`src/rtl/uart_pkg.sv`:
```
// Shared UART definitions used by the transmitter and the 18-bit receiver.
package uart_pkg;
  localparam int UART_WIDTH         = 18;
  localparam int DEFAULT_OVERSAMPLE = 16;

  typedef enum logic [1:0] {IDLE, START, DATA, STOP} tx_state_t;
endpackage

```
`src/rtl/uart_tx_fifo.sv`:
```
// Synchronous word FIFO feeding the UART shifter; power-of-two depth, pointers wrap naturally.
module uart_tx_fifo #(
  parameter int WIDTH = 18,
  parameter int DEPTH = 4
) (
  input  logic                         clk,
  input  logic                         reset_n,
  input  logic                         wr,
  input  logic                         rd,
  input  logic [WIDTH-1:0]             din,
  output logic [WIDTH-1:0]             head,
  output logic [$clog2(DEPTH+1)-1:0]   count,
  output logic                         full,
  output logic                         empty
);
  localparam int AW = $clog2(DEPTH);
  localparam int CW = $clog2(DEPTH + 1);

  logic [WIDTH-1:0] mem [DEPTH];
  logic [AW-1:0]    wr_ptr, rd_ptr;
  logic [CW-1:0]    count_next;
  logic             do_wr, do_rd;

  // Space is judged on the count before the edge, so a same-edge pop never frees room.
  assign do_wr = wr && !full;
  assign do_rd = rd && !empty;
  assign head  = mem[rd_ptr];

  always_comb begin
    count_next = count;
    if (do_wr && !do_rd)
      count_next = count + 1'b1;
    else if (!do_wr && do_rd)
      count_next = count - 1'b1;
  end

  always_ff @(posedge clk or negedge reset_n) begin
    if (!reset_n) begin
      wr_ptr <= '0;
      rd_ptr <= '0;
      count  <= '0;
      full   <= 1'b0;
      empty  <= 1'b1;
    end else begin
      if (do_wr) wr_ptr <= wr_ptr + 1'b1;
      if (do_rd) rd_ptr <= rd_ptr + 1'b1;
      count <= count_next;
      full  <= (count_next == CW'(DEPTH));
      empty <= (count_next == '0);
    end
  end

  always_ff @(posedge clk) begin
    if (do_wr) mem[wr_ptr] <= din;
  end
endmodule

```
`src/rtl/uart_tx.sv`:
```
// 18-bit UART transmitter: start bit, 18 data bits LSB first, stop bit, OVERSAMPLE clocks per bit.
module uart_tx
  import uart_pkg::*;
#(
  parameter int FIFO_DEPTH = 4,
  parameter int OVERSAMPLE = DEFAULT_OVERSAMPLE
) (
  input  logic                  rxclk,
  input  logic                  reset_n,
  input  logic [UART_WIDTH-1:0] tx_data,
  input  logic                  ld_tx_data,
  input  logic                  tx_enable,
  output logic                  tx_out,
  output logic                  tx_busy,
  output logic                  tx_empty,
  output logic                  tx_full,
  output logic                  tx_overflow
);
  localparam int PW = $clog2(OVERSAMPLE);
  localparam int IW = $clog2(UART_WIDTH);
  localparam int CW = $clog2(FIFO_DEPTH + 1);

  tx_state_t             state, state_n;
  logic [PW-1:0]         phase, phase_n;
  logic [IW-1:0]         idx, idx_n;
  logic [UART_WIDTH-1:0] shift, shift_n;
  logic                  tx_out_n;
  logic                  pop, last, can_start;
  logic [UART_WIDTH-1:0] fifo_head;
  logic [CW-1:0]         fifo_count;
  logic                  fifo_empty;

  uart_tx_fifo #(
    .WIDTH (UART_WIDTH),
    .DEPTH (FIFO_DEPTH)
  ) u_fifo (
    .clk     (rxclk),
    .reset_n (reset_n),
    .wr      (ld_tx_data),
    .rd      (pop),
    .din     (tx_data),
    .head    (fifo_head),
    .count   (fifo_count),
    .full    (tx_full),
    .empty   (fifo_empty)
  );

  assign last      = (phase == PW'(OVERSAMPLE - 1));
  assign can_start = !fifo_empty && tx_enable;
  assign tx_busy   = (state != IDLE);
  assign tx_empty  = fifo_empty && (state == IDLE);

  always_comb begin
    state_n  = state;
    phase_n  = phase + 1'b1;
    idx_n    = idx;
    shift_n  = shift;
    tx_out_n = tx_out;
    pop      = 1'b0;
    if (last) phase_n = '0;
    case (state)
      IDLE: begin
        phase_n  = '0;
        tx_out_n = 1'b1;
        if (can_start) begin
          pop      = 1'b1;
          shift_n  = fifo_head;
          tx_out_n = 1'b0;
          state_n  = START;
        end
      end
      START: begin
        if (last) begin
          tx_out_n = shift[0];
          idx_n    = '0;
          state_n  = DATA;
        end
      end
      DATA: begin
        if (last) begin
          shift_n = shift >> 1;
          if (idx == IW'(UART_WIDTH - 1)) begin
            tx_out_n = 1'b1;
            state_n  = STOP;
          end else begin
            tx_out_n = shift[1];
            idx_n    = idx + 1'b1;
          end
        end
      end
      STOP: begin
        // Chaining straight from the stop bit keeps streamed frames gap-free.
        if (last) begin
          tx_out_n = 1'b1;
          state_n  = IDLE;
          if (can_start) begin
            pop      = 1'b1;
            shift_n  = fifo_head;
            tx_out_n = 1'b0;
            state_n  = START;
          end
        end
      end
      default: state_n = IDLE;
    endcase
  end

  always_ff @(posedge rxclk or negedge reset_n) begin
    if (!reset_n) begin
      state       <= IDLE;
      phase       <= '0;
      idx         <= '0;
      tx_out      <= 1'b1;
      tx_overflow <= 1'b0;
    end else begin
      state  <= state_n;
      phase  <= phase_n;
      idx    <= idx_n;
      tx_out <= tx_out_n;
      if (ld_tx_data && (fifo_count == CW'(FIFO_DEPTH)))
        tx_overflow <= 1'b1;
    end
  end

  always_ff @(posedge rxclk) begin
    shift <= shift_n;
  end
endmodule
```
`config.mk`:
```
export PLATFORM = sky130hd
export DESIGN_NAME = uart_tx
export DESIGN_NICKNAME = d
export VERILOG_FILES = /design/src/rtl/uart_pkg.sv /design/src/rtl/uart_tx_fifo.sv /design/src/rtl/uart_tx.sv
export SDC_FILE = /design/constraint.sdc
export NUM_CORES = 1
export LEC_CHECK = 0
export ABC_CLOCK_PERIOD_IN_PS = 6500
export CORE_MARGIN = 5
export CORE_UTILIZATION = 45
export CTS_BUF_LIST = sky130_fd_sc_hd__clkbuf_16
export DETAILED_ROUTE_END_ITERATION = 8
export GPL_ROUTABILITY_DRIVEN = 0
export SLEW_MARGIN = 20
export SYNTH_ARGS = -nofsm -noshare
export SYNTH_HDL_FRONTEND = slang
export SYNTH_SLANG_ARGS = --single-unit
```
`constraint.sdc`:
```
create_clock -name rxclk -period 6.5 [get_ports rxclk]
set_clock_uncertainty 0.2 [all_clocks]
set_input_delay 1.3 -clock rxclk [delete_from_list [all_inputs] [get_ports rxclk]]
set_output_delay 1.3 -clock rxclk [all_outputs]
set_load 0.02 [all_outputs]
```
======== After elaboration in Yosys (flattened, before gate mapping) ========
Memory sizes are Yosys's and may differ from the RTL's.
Index checks and enable logic that the tools add are counted.
Widths: inputs -> output; s select.
word-level totals
  word-level logic and storage cells ...... 81
  register bits after elaboration ......... 40
  memories kept ........................... 1
  bits in writable memories ............... 72
  input bits .............................. 22
operators by class
  add/sub/neg operators ................... 6
  reductions and logical operators ........ 20
  muxes and demuxes ....................... 30
  eq/ne operators ......................... 13
memory list
  memory      depth  width  read ports  clocked after Yosys merged registers in  write ports  line                RTL
  u_fifo.mem  4      18     1           0                                        1            uart_tx_fifo.sv:19  logic [WIDTH-1:0] mem [DEPTH];
operators by type and width
  operator             count
  $mux 18              3
  $pmux 18 s3          1
  $mux 5               3
  $ne 2x2->1 const B   6
  $mux 1               10
  $mux 2               5
  $pmux 5 s2           1
  $mux 4               2
  $pmux 2 s4           1
  $logic_and 1x1->1    7
  $eq 3x3->1 const B   2
  $mux 3               2
  $reduce_and 3->1     2
  $add 5x1->5 const B  1
  $eq 5x5->1 const B   1
  $reduce_and 5->1     1
  $add 2x1->2 const B  2
  $add 4x1->4 const B  1
  $eq 2x2->1 const B   2
  $eq 4x4->1 const B   1
  $logic_not 1->1      4
  $pmux 1 s4           1
  $reduce_and 4->1     1
  $reduce_bool 2->1    2
  7 further kinds      7

======== Logic depth before layout (Yosys ltp) ========
Gate-level depths: netlist of run 1.
  depth in word-level cells ............... 10
  mapped depth ............................ 7
  mapped depth without buffers ............ 6

======== Cells and area by module ========
From an unflattened synthesis of run 1, not the netlist that was laid out.
second synthesis, totals
  cell total of the unflattened synthesis .. 309
  area total of the unflattened synthesis .. 4749.6 µm²
modules (own cells, without submodules)
  module        instances  area an instance (µm²)  sequential area each (µm²)  cells each
  uart_tx_fifo  1          3144.3                  2388.5                      146
  uart_tx       1          1605.3                  867.1                       163

======== Worst setup path after synthesis of run 1 ========
OpenSTA, ideal clock, no wires.
  path kind ............................... input-to-reg
  start point ............................. input tx_enable
  end point ............................... register shift[0] (enable)
  slack ................................... 3.150 ns
  required time ........................... 5.888 ns
  arrival time ............................ 2.737 ns
  path buffers ............................ 0
  stages .................................. 3
  path through ............................ nor2b_1 > nor2_1 > nor3_1
RTL lines
  item                  line            RTL
  from (decl)           uart_tx.sv:12   input logic tx_enable,
  to (signal assigned)  uart_tx.sv:126  shift <= shift_n;
  to (decl)             uart_tx.sv:26   logic [UART_WIDTH-1:0] shift, shift_n;

======== Worst setup path in the final report of run 1 ========
  start point ............................. register state[0]
  end point ............................... output tx_empty
on the way
  cells in the longest elaborated chain, start to end .. 2
ends and longest elaborated chain
  item                    line            RTL
  from (decl)             uart_tx.sv:23   tx_state_t state, state_n;
  from (signal assigned)  uart_tx.sv:116  state <= state_n;
  $logic_not 2->1         uart_tx.sv:51   assign tx_empty = fifo_empty && (state == IDLE);
  $logic_and 1x1->1       uart_tx.sv:51
  to (decl)               uart_tx.sv:15   output logic tx_empty,
No other way between the ends.

==> impl_metrics.csv, run 1 <==
group,metric,value,unit
min_path,min_path_type,"register to register",
outcome,status,"completed",
pwr,p_comb_share,13.3,%
yosys,yosysTopAreaCellShare,57.29,%
yosys,ys_types,50,
cts,insertion_delay,0.35,ns
finish,post-route-util,52.50,%
timing,max_clock_freq,277.6,MHz
cts,cts_tree,"built",
pwr,pwr-share-seq,55.3,%
yosys,synth_top_cells_by_area,"edfxtp_1 (57%), dfrtp_1 (11%), mux4_2 (8.6%), a22o_1 (4.1%), ha_1 (4.0%)",
floorplanning,start_util,45.90,%
yosys,synth_top_area_cell,"edfxtp_1",
critical_path,required,5.00,ns
yosys,avgSynthCellArea,17.03,sq um
yosys,ys_seq_elements,112,
finish,fill_cells,857,
floorplanning,die_x,112.4,um
cts,h-tree-depth,3,
floorplanning,pin_count,27,
job,drv_cap,0,
pwr,power.share.clock,31.4,%
critical_path,crit_type,"register to primary output",
cts,clk_pin_slew,0.08,ns
yosys,synthCells,277,
grt,grt_pass1_vias,2401,
pwr,p_per_area,310.9,nW/um^2
yosys,yosys-top-cells-count,"edfxtp_1 (90), a22o_1 (22), dfrtp_1 (20)",
pwr,internal_power,0.001252,W
finish,nets,341,
critical_path,worst_ep_arrival_time,2.10,ns
timing,finalHoldViolCount,0,
cts,cts_buffers,9,
detailed_routing,drt_iter0_drc,138,
cts,cts_root_buffer,"clkbuf_16",
yosys,ys.warnings.count,0,
pwr,ir_worst_vdd,185.8,uV
floorplanning,dieArea,12630,sq um
yosys,syn_area,4717,sq um
floorplanning,rows,37,
timing,max_slew.worst_pin.slew,0.9054,ns
finish,drive_gt1_share,17.48,%
yosys,yosysMostFrequentCell,"edfxtp_1",
place,numPortBuffers,26,
pwr,power.switching,0.0004256,W
cts,cts_resized,0,
finish,diodes,0,
detailed_routing,postRouteWirelength,7960,um
critical_path,crit_path_end_kind,"primary output",
pwr,p_sw_share,25.37,%
cts,cts.sinks,112,
cts,cts_max_path_buffers,2,
yosys,syn-num-nets,314,
yosys,yosysSeqAreaShare,69.02,%
critical_path,start_kind,"register",
detailed_routing,dr.pass1.iters,4,
floorplanning,die_h,112.4,um
timing,slew_violations,0,
yosys,synth_edf_count,90,
pwr,power_leakage,1.878,nW
finish,instances_no_fill,445,
detailed_routing,drtAntennaViolNets,0,
timing,timing.max_slew.rel_slack,39.64,%
finish,syn2layout_area_growth,14.38,%
place,place_hpwl,5138,um
detailed_routing,drc,0,
detailed_routing,wl_per_cell,17.89,um
timing,rsz0062_at_grt,"false",
place,dp.cells,429,
timing,period_needed,3.602,ns
timing,timing.hold.ws,0.2766,ns
timing,period_share,55.42,%
detailed_routing,vias,2403,
timing,timing.setup.tns,0,ns
critical_path,worstPathMaxFanout,9,
grt,grt_start_max_net_pins,31,
cts,cts_hold_buf,0,
grt,grt.overflow.total,0,
grt,antenna_found_initial,0,
timing,setup_viol,0,
yosys,synth_ff_type,"edfxtp_1",
floorplanning,coreArea,10280,sq um
grt,grtUsageTotal,13.49,%
detailed_routing,avgViaCountPerCell,5.400,
yosys,async_reset_ff_share,19.64,%
grt,grt_pass1_wl,13100,um
cts,postCtsSetupBuffers,0,
[routing by layer]
layer  part of all wire (%)  wire length (um)  GRT usage [%]
met1                     47              3721          18.31
met4                    1.3               103          4.567
met2                     49              3896          21.18
met3                    3.0               239          3.666
met5                      0                 0              0
[placed cells by master (no fill, tap or decap), types with 2 or more instances in the layout]
| master | count |
|---|---|
| o21ai_0 | 6 |
| ha_1 | 14 |
| dfstp_2 | 2 |
| nor3_1 | 4 |
| clkdlybuf4s50_1 | 25 |
| clkinvlp_4 | 2 |
| nand2b_1 | 2 |
| nand3_1 | 3 |
| a2bb2oi_1 | 2 |
| dfrtp_1 | 20 |
| a21o_1 | 2 |
| nand2_1 | 9 |
| nor2_1 | 11 |
| buf_4 | 2 |
| a31o_2 | 2 |
| nor3_2 | 2 |
| mux4_2 | 18 |
| nor2b_1 | 3 |
| clkbuf_16 | 9 |
| edfxtp_1 | 90 |
| a21oi_1 | 5 |
| inv_1 | 11 |
| and2_1 | 5 |
| xnor2_1 | 4 |
| a22o_1 | 22 |
[power by group through the flow]
stage | Sequential [W] | Clock, W | Combinational, W
floorplan | 0.000935 | 0 | 0.000154
CTS | 0.000930 | 0.000541 | 0.000230
global placement | 0.000941 | 0 | 0.000228
finish | 0.000928 | 0.000526 | 0.000223
global route | 0.000939 | 0.000577 | 0.000250
detailed placement | 0.000944 | 0 | 0.000230
[logic make-up (layout without fill, tap and decap cells)]
| logic type | Yosys count | in the layout | synth area share, % |
|---|---|---|---|
| compound gates | 52 | 52 | 8.807 |
| xor+xnor | 5 | 5 | 0.9283 |
| fa+ha+maj | 15 | 15 | 3.979 |
| buf+inv | 23 | 55 | 2.201 |
| flops | 112 | 112 | 69.02 |
| mux | 19 | 19 | 8.833 |
| simple gates | 51 | 51 | 6.233 |
[final timing paths]
| kind | start | depth (start not counted) | end | slack [ns] |
|---|---|---|---|---|
| worst max-delay path | state[0] | 4 | tx_empty | 2.90 |
| worst min-delay path | tx_overflow | 1 | tx_overflow | 0.28 |
| worst max register to register | state[0] | 6 | u_fifo.full | 4.20 |
| worst min register to register | tx_overflow | 1 | tx_overflow | 0.28 |
| max in group asynchronous | reset_n | 1 | tx_out | 5.00 |
| min in group asynchronous | reset_n | 1 | tx_overflow | 0.72 |
[flip-flops by register name, indices dropped and copies added (netlist names)]
name and cells:
u_fifo.empty 1, state 2, tx_overflow 1, u_fifo.full 1
idx 5, shift 18, u_fifo.mem 72, u_fifo.rd_ptr 2
u_fifo.count 3, u_fifo.wr_ptr 2, tx_out 1, phase 4
[critical path, cell delays in order, from the launching register on]
cell,delay (ns)
dfrtp_1,0.43
inv_1,0.16
ha_1,0.39
and2_1,0.18
clkdlybuf4s50_1,0.60
[layout make-up]
type | instances | area, sq um | area share [%]
Timing Repair Buffer | 28 | 270.3 | 5.009
Inverter | 11 | 41.29 | 0.7653
Multi-Input combinational cell | 142 | 1368 | 25.35
Sequential cell | 112 | 3256 | 60.34
Tap cell | 136 | 170.2 | 3.154
Clock buffer | 9 | 225.2 | 4.174
Clock inverter | 7 | 65.06 | 1.206
[stage by stage]
step	setup slack (ns)	power, W	instance area [sq um]
floorplan	3.150	0.001089	4717
global placement	2.723	0.001169	5105
detailed placement	2.714	0.001174	5105
CTS	2.866	0.001701	5395
global route	2.749	0.001765	5395
finish	2.898	0.001678	5395
Note: power is estimated with default switching activity, not from simulation.
==> run 2, diff against run 1 <==
--- a/config.mk
+++ b/config.mk
@@ -5,12 +5,13 @@
 export SDC_FILE = /design/constraint.sdc
 export NUM_CORES = 1
 export LEC_CHECK = 0
-export ABC_CLOCK_PERIOD_IN_PS = 6500
+export ABC_CLOCK_PERIOD_IN_PS = 2900
 export CORE_MARGIN = 5
 export CORE_UTILIZATION = 45
 export CTS_BUF_LIST = sky130_fd_sc_hd__clkbuf_16
 export DETAILED_ROUTE_END_ITERATION = 8
 export GPL_ROUTABILITY_DRIVEN = 0
+export PLACE_DENSITY = 0.65
 export SLEW_MARGIN = 20
 export SYNTH_ARGS = -nofsm -noshare
 export SYNTH_HDL_FRONTEND = slang
==> constraint.sdc (replaced) <==
create_clock -name rxclk -period 2.9 [get_ports rxclk]
set_clock_uncertainty 0.2 [all_clocks]
set_input_delay 0.58 -clock rxclk [delete_from_list [all_inputs] [get_ports rxclk]]
set_output_delay 0.58 -clock rxclk [all_outputs]
set_load 0.02 [all_outputs]
==> run 2 against run 1 <==
Against the previous run:
- global-route usage rose by 0.31 points
- clock power rose by 120%
- via count is 2.5% higher
- largest cell class unchanged
- highest routed layer unchanged
==> impl_metrics.csv, run 2 (synthesis gave the netlist of run 1 again) <==
group,metric,value,unit
job,drv_cap,0,
timing,period_needed,2.758,ns
critical_path,start_kind,"register",
critical_path,rr_startpoint,"state[1]",
grt,grt.overflow.total,0,
place,place_hpwl,5174,um
critical_path,crit_path_end_kind,"primary output",
place,numPortBuffers,26,
floorplanning,coreArea,10280,sq um
cts,cts_max_path_buffers,2,
cts,cts_hold_buf,0,
detailed_routing,drt_iter0_drc,179,
floorplanning,die_h,112.4,um
timing,period_share,95.12,%
finish,largest_register_ffs,72,
outcome,status,"completed",
timing,finalHoldViolCount,0,
grt,grt_pass1_wl,13390,um
finish,fill_cells,855,
critical_path,r2r_setup_slack,0.59,ns
critical_path,worst_ep_arrival_time,1.98,ns
cts,postCtsSetupBuffers,0,
pwr,power.total,0.003780,W
timing,rsz0062_at_grt,"false",
grt,grt_start_max_net_pins,27,
critical_path,cp-startpoint,"state[1]",
critical_path,required,2.12,ns
detailed_routing,wl_per_cell,17.75,um
finish,nets,349,
timing,max_clock_freq,362.5,MHz
cts,insertion_delay,0.34,ns
timing,timing.setup.tns,0,ns
floorplanning,die_x,112.4,um
cts,cts_tree,"built",
cts,cts_resized,0,
floorplanning,dieArea,12630,sq um
timing,max_slew.worst_pin.slew,0.7330,ns
critical_path,crit_type,"register to primary output",
min_path,min_path_type,"register to register",
finish,drive_gt1_share,18.93,%
critical_path,cp-endpoint,"tx_empty",
detailed_routing,dr.pass1.iters,4,
cts,cts_buffers,9,
finish,mostFrequentLayoutCells,"edfxtp_1 (90), clkdlybuf4s50_1 (26), a22o_1 (22)",
pwr,ir_worst_vdd,368.1,uV
timing,setup_viol,0,
cts,h-tree-depth,3,
finish,largest_register,"u_fifo.mem",
min_path,whs_path_depth,1,
detailed_routing,avgViaCountPerCell,5.435,
floorplanning,rows,37,
critical_path,worstPathMaxFanout,9,
critical_path,r2r-end,"u_fifo.count[1]",
cts,cts.sinks,112,
detailed_routing,drc,0,
finish,syn2layout_area_growth,15.73,%
cts,cts_root_buffer,"clkbuf_16",
grt,antenna_found_initial,0,
timing,timing.max_slew.rel_slack,51.08,%
finish,final_common_cell,"edfxtp_1",
grt,grtUsageTotal,13.79,%
finish,reg.largest.list,"u_fifo.mem x72, shift x18, idx x5",
critical_path,reg2reg_depth,6,
detailed_routing,postRouteWirelength,8041,um
cts,clk_pin_slew,0.07,ns
timing,slew_violations,0,
floorplanning,pin_count,27,
detailed_routing,vias,2462,
detailed_routing,drtAntennaViolNets,0,
pwr,power_leakage,1.917,nW
pwr,p_per_area,692.4,nW/um^2
floorplanning,start_util,45.90,%
finish,diodes,0,
grt,grt_pass1_vias,2542,
-- run 2: changes by cell type in the layout (fill, tap and decap cells not counted), sizes merged --
cell,change
clkdlybuf4s50,+1
buf,+7
-- run 2: area by class of cell --
class | instances | area (sq um) | area share, %
clock buffers | 9 | 225.2 | 4.126
clock inverters | 7 | 63.81 | 1.169
inverters | 11 | 41.29 | 0.7564
multi-input cells | 142 | 1368 | 25.05
flip-flops and latches | 112 | 3256 | 59.64
well taps | 136 | 170.2 | 3.117
repair buffers | 36 | 335.3 | 6.143
-- run 2: report_power, final --
part	switching [W]	internal [W]	total (W)
sequential	0.0000873	0.00199	0.00208
combinational	0.000298	0.000233	0.000531
clock	0.000574	0.000598	0.00117
total	0.000960	0.00282	0.00378
-- run 2: worst min path at each step --
stage                     start          end  slack [ns]
floorplan               reset_n       idx[0]        0.08
CTS                 tx_overflow  tx_overflow        0.27
global route        tx_overflow  tx_overflow        0.31
global placement    tx_overflow  tx_overflow        0.25
finish              tx_overflow  tx_overflow        0.27
detailed placement  tx_overflow  tx_overflow        0.26
-- run 2: layer usage --
| metal | wire length, um | up-vias | track usage [%] |
|---|---|---|---|
| li1 | - | 1165 | - |
| met1 | 3462 | 1253 | 17.23 |
| met2 | 4204 | 32 | 23.48 |
| met3 | 242 | 12 | 3.558 |
| met4 | 131 | 0 | 4.647 |
| met5 | 0 | - | 0 |
-- run 2: stage by stage --
stage | worst slack, ns | area (sq um) | instances | hold slack, ns | utilization (%)
3_3_place_gp | 0.2418 | 5165 | 437 | 0.2493 | 50.26
4_1_cts | 0.01760 | 5454 | 453 | 0.2700 | 53.07
6_report | 0.1415 | 5459 | 453 | 0.2652 | 53.12
5_1_grt | 0.004289 | 5459 | 453 | 0.3084 | 53.12
2_1_floorplan | 0.2583 | 4722 | 277 | 0.08441 | -
3_5_place_dp | 0.1815 | 5165 | 437 | 0.2551 | 50.26
-- run 2: worst max-delay path, cell delays in order (launching register included) --
cell	delay [ns]
dfrtp_1	0.42
inv_1	0.16
ha_2	0.32
and2_1	0.15
clkdlybuf4s50_1	0.59
==> run 3, diff against run 2 <==
--- a/config.mk
+++ b/config.mk
@@ -6,6 +6,7 @@
 export NUM_CORES = 1
 export LEC_CHECK = 0
 export ABC_CLOCK_PERIOD_IN_PS = 2900
+export CAP_MARGIN = 20
 export CORE_MARGIN = 5
 export CORE_UTILIZATION = 45
 export CTS_BUF_LIST = sky130_fd_sc_hd__clkbuf_16
==> results of run 3 <==
Final layout, timing and power as in run 2 (identical DEF).
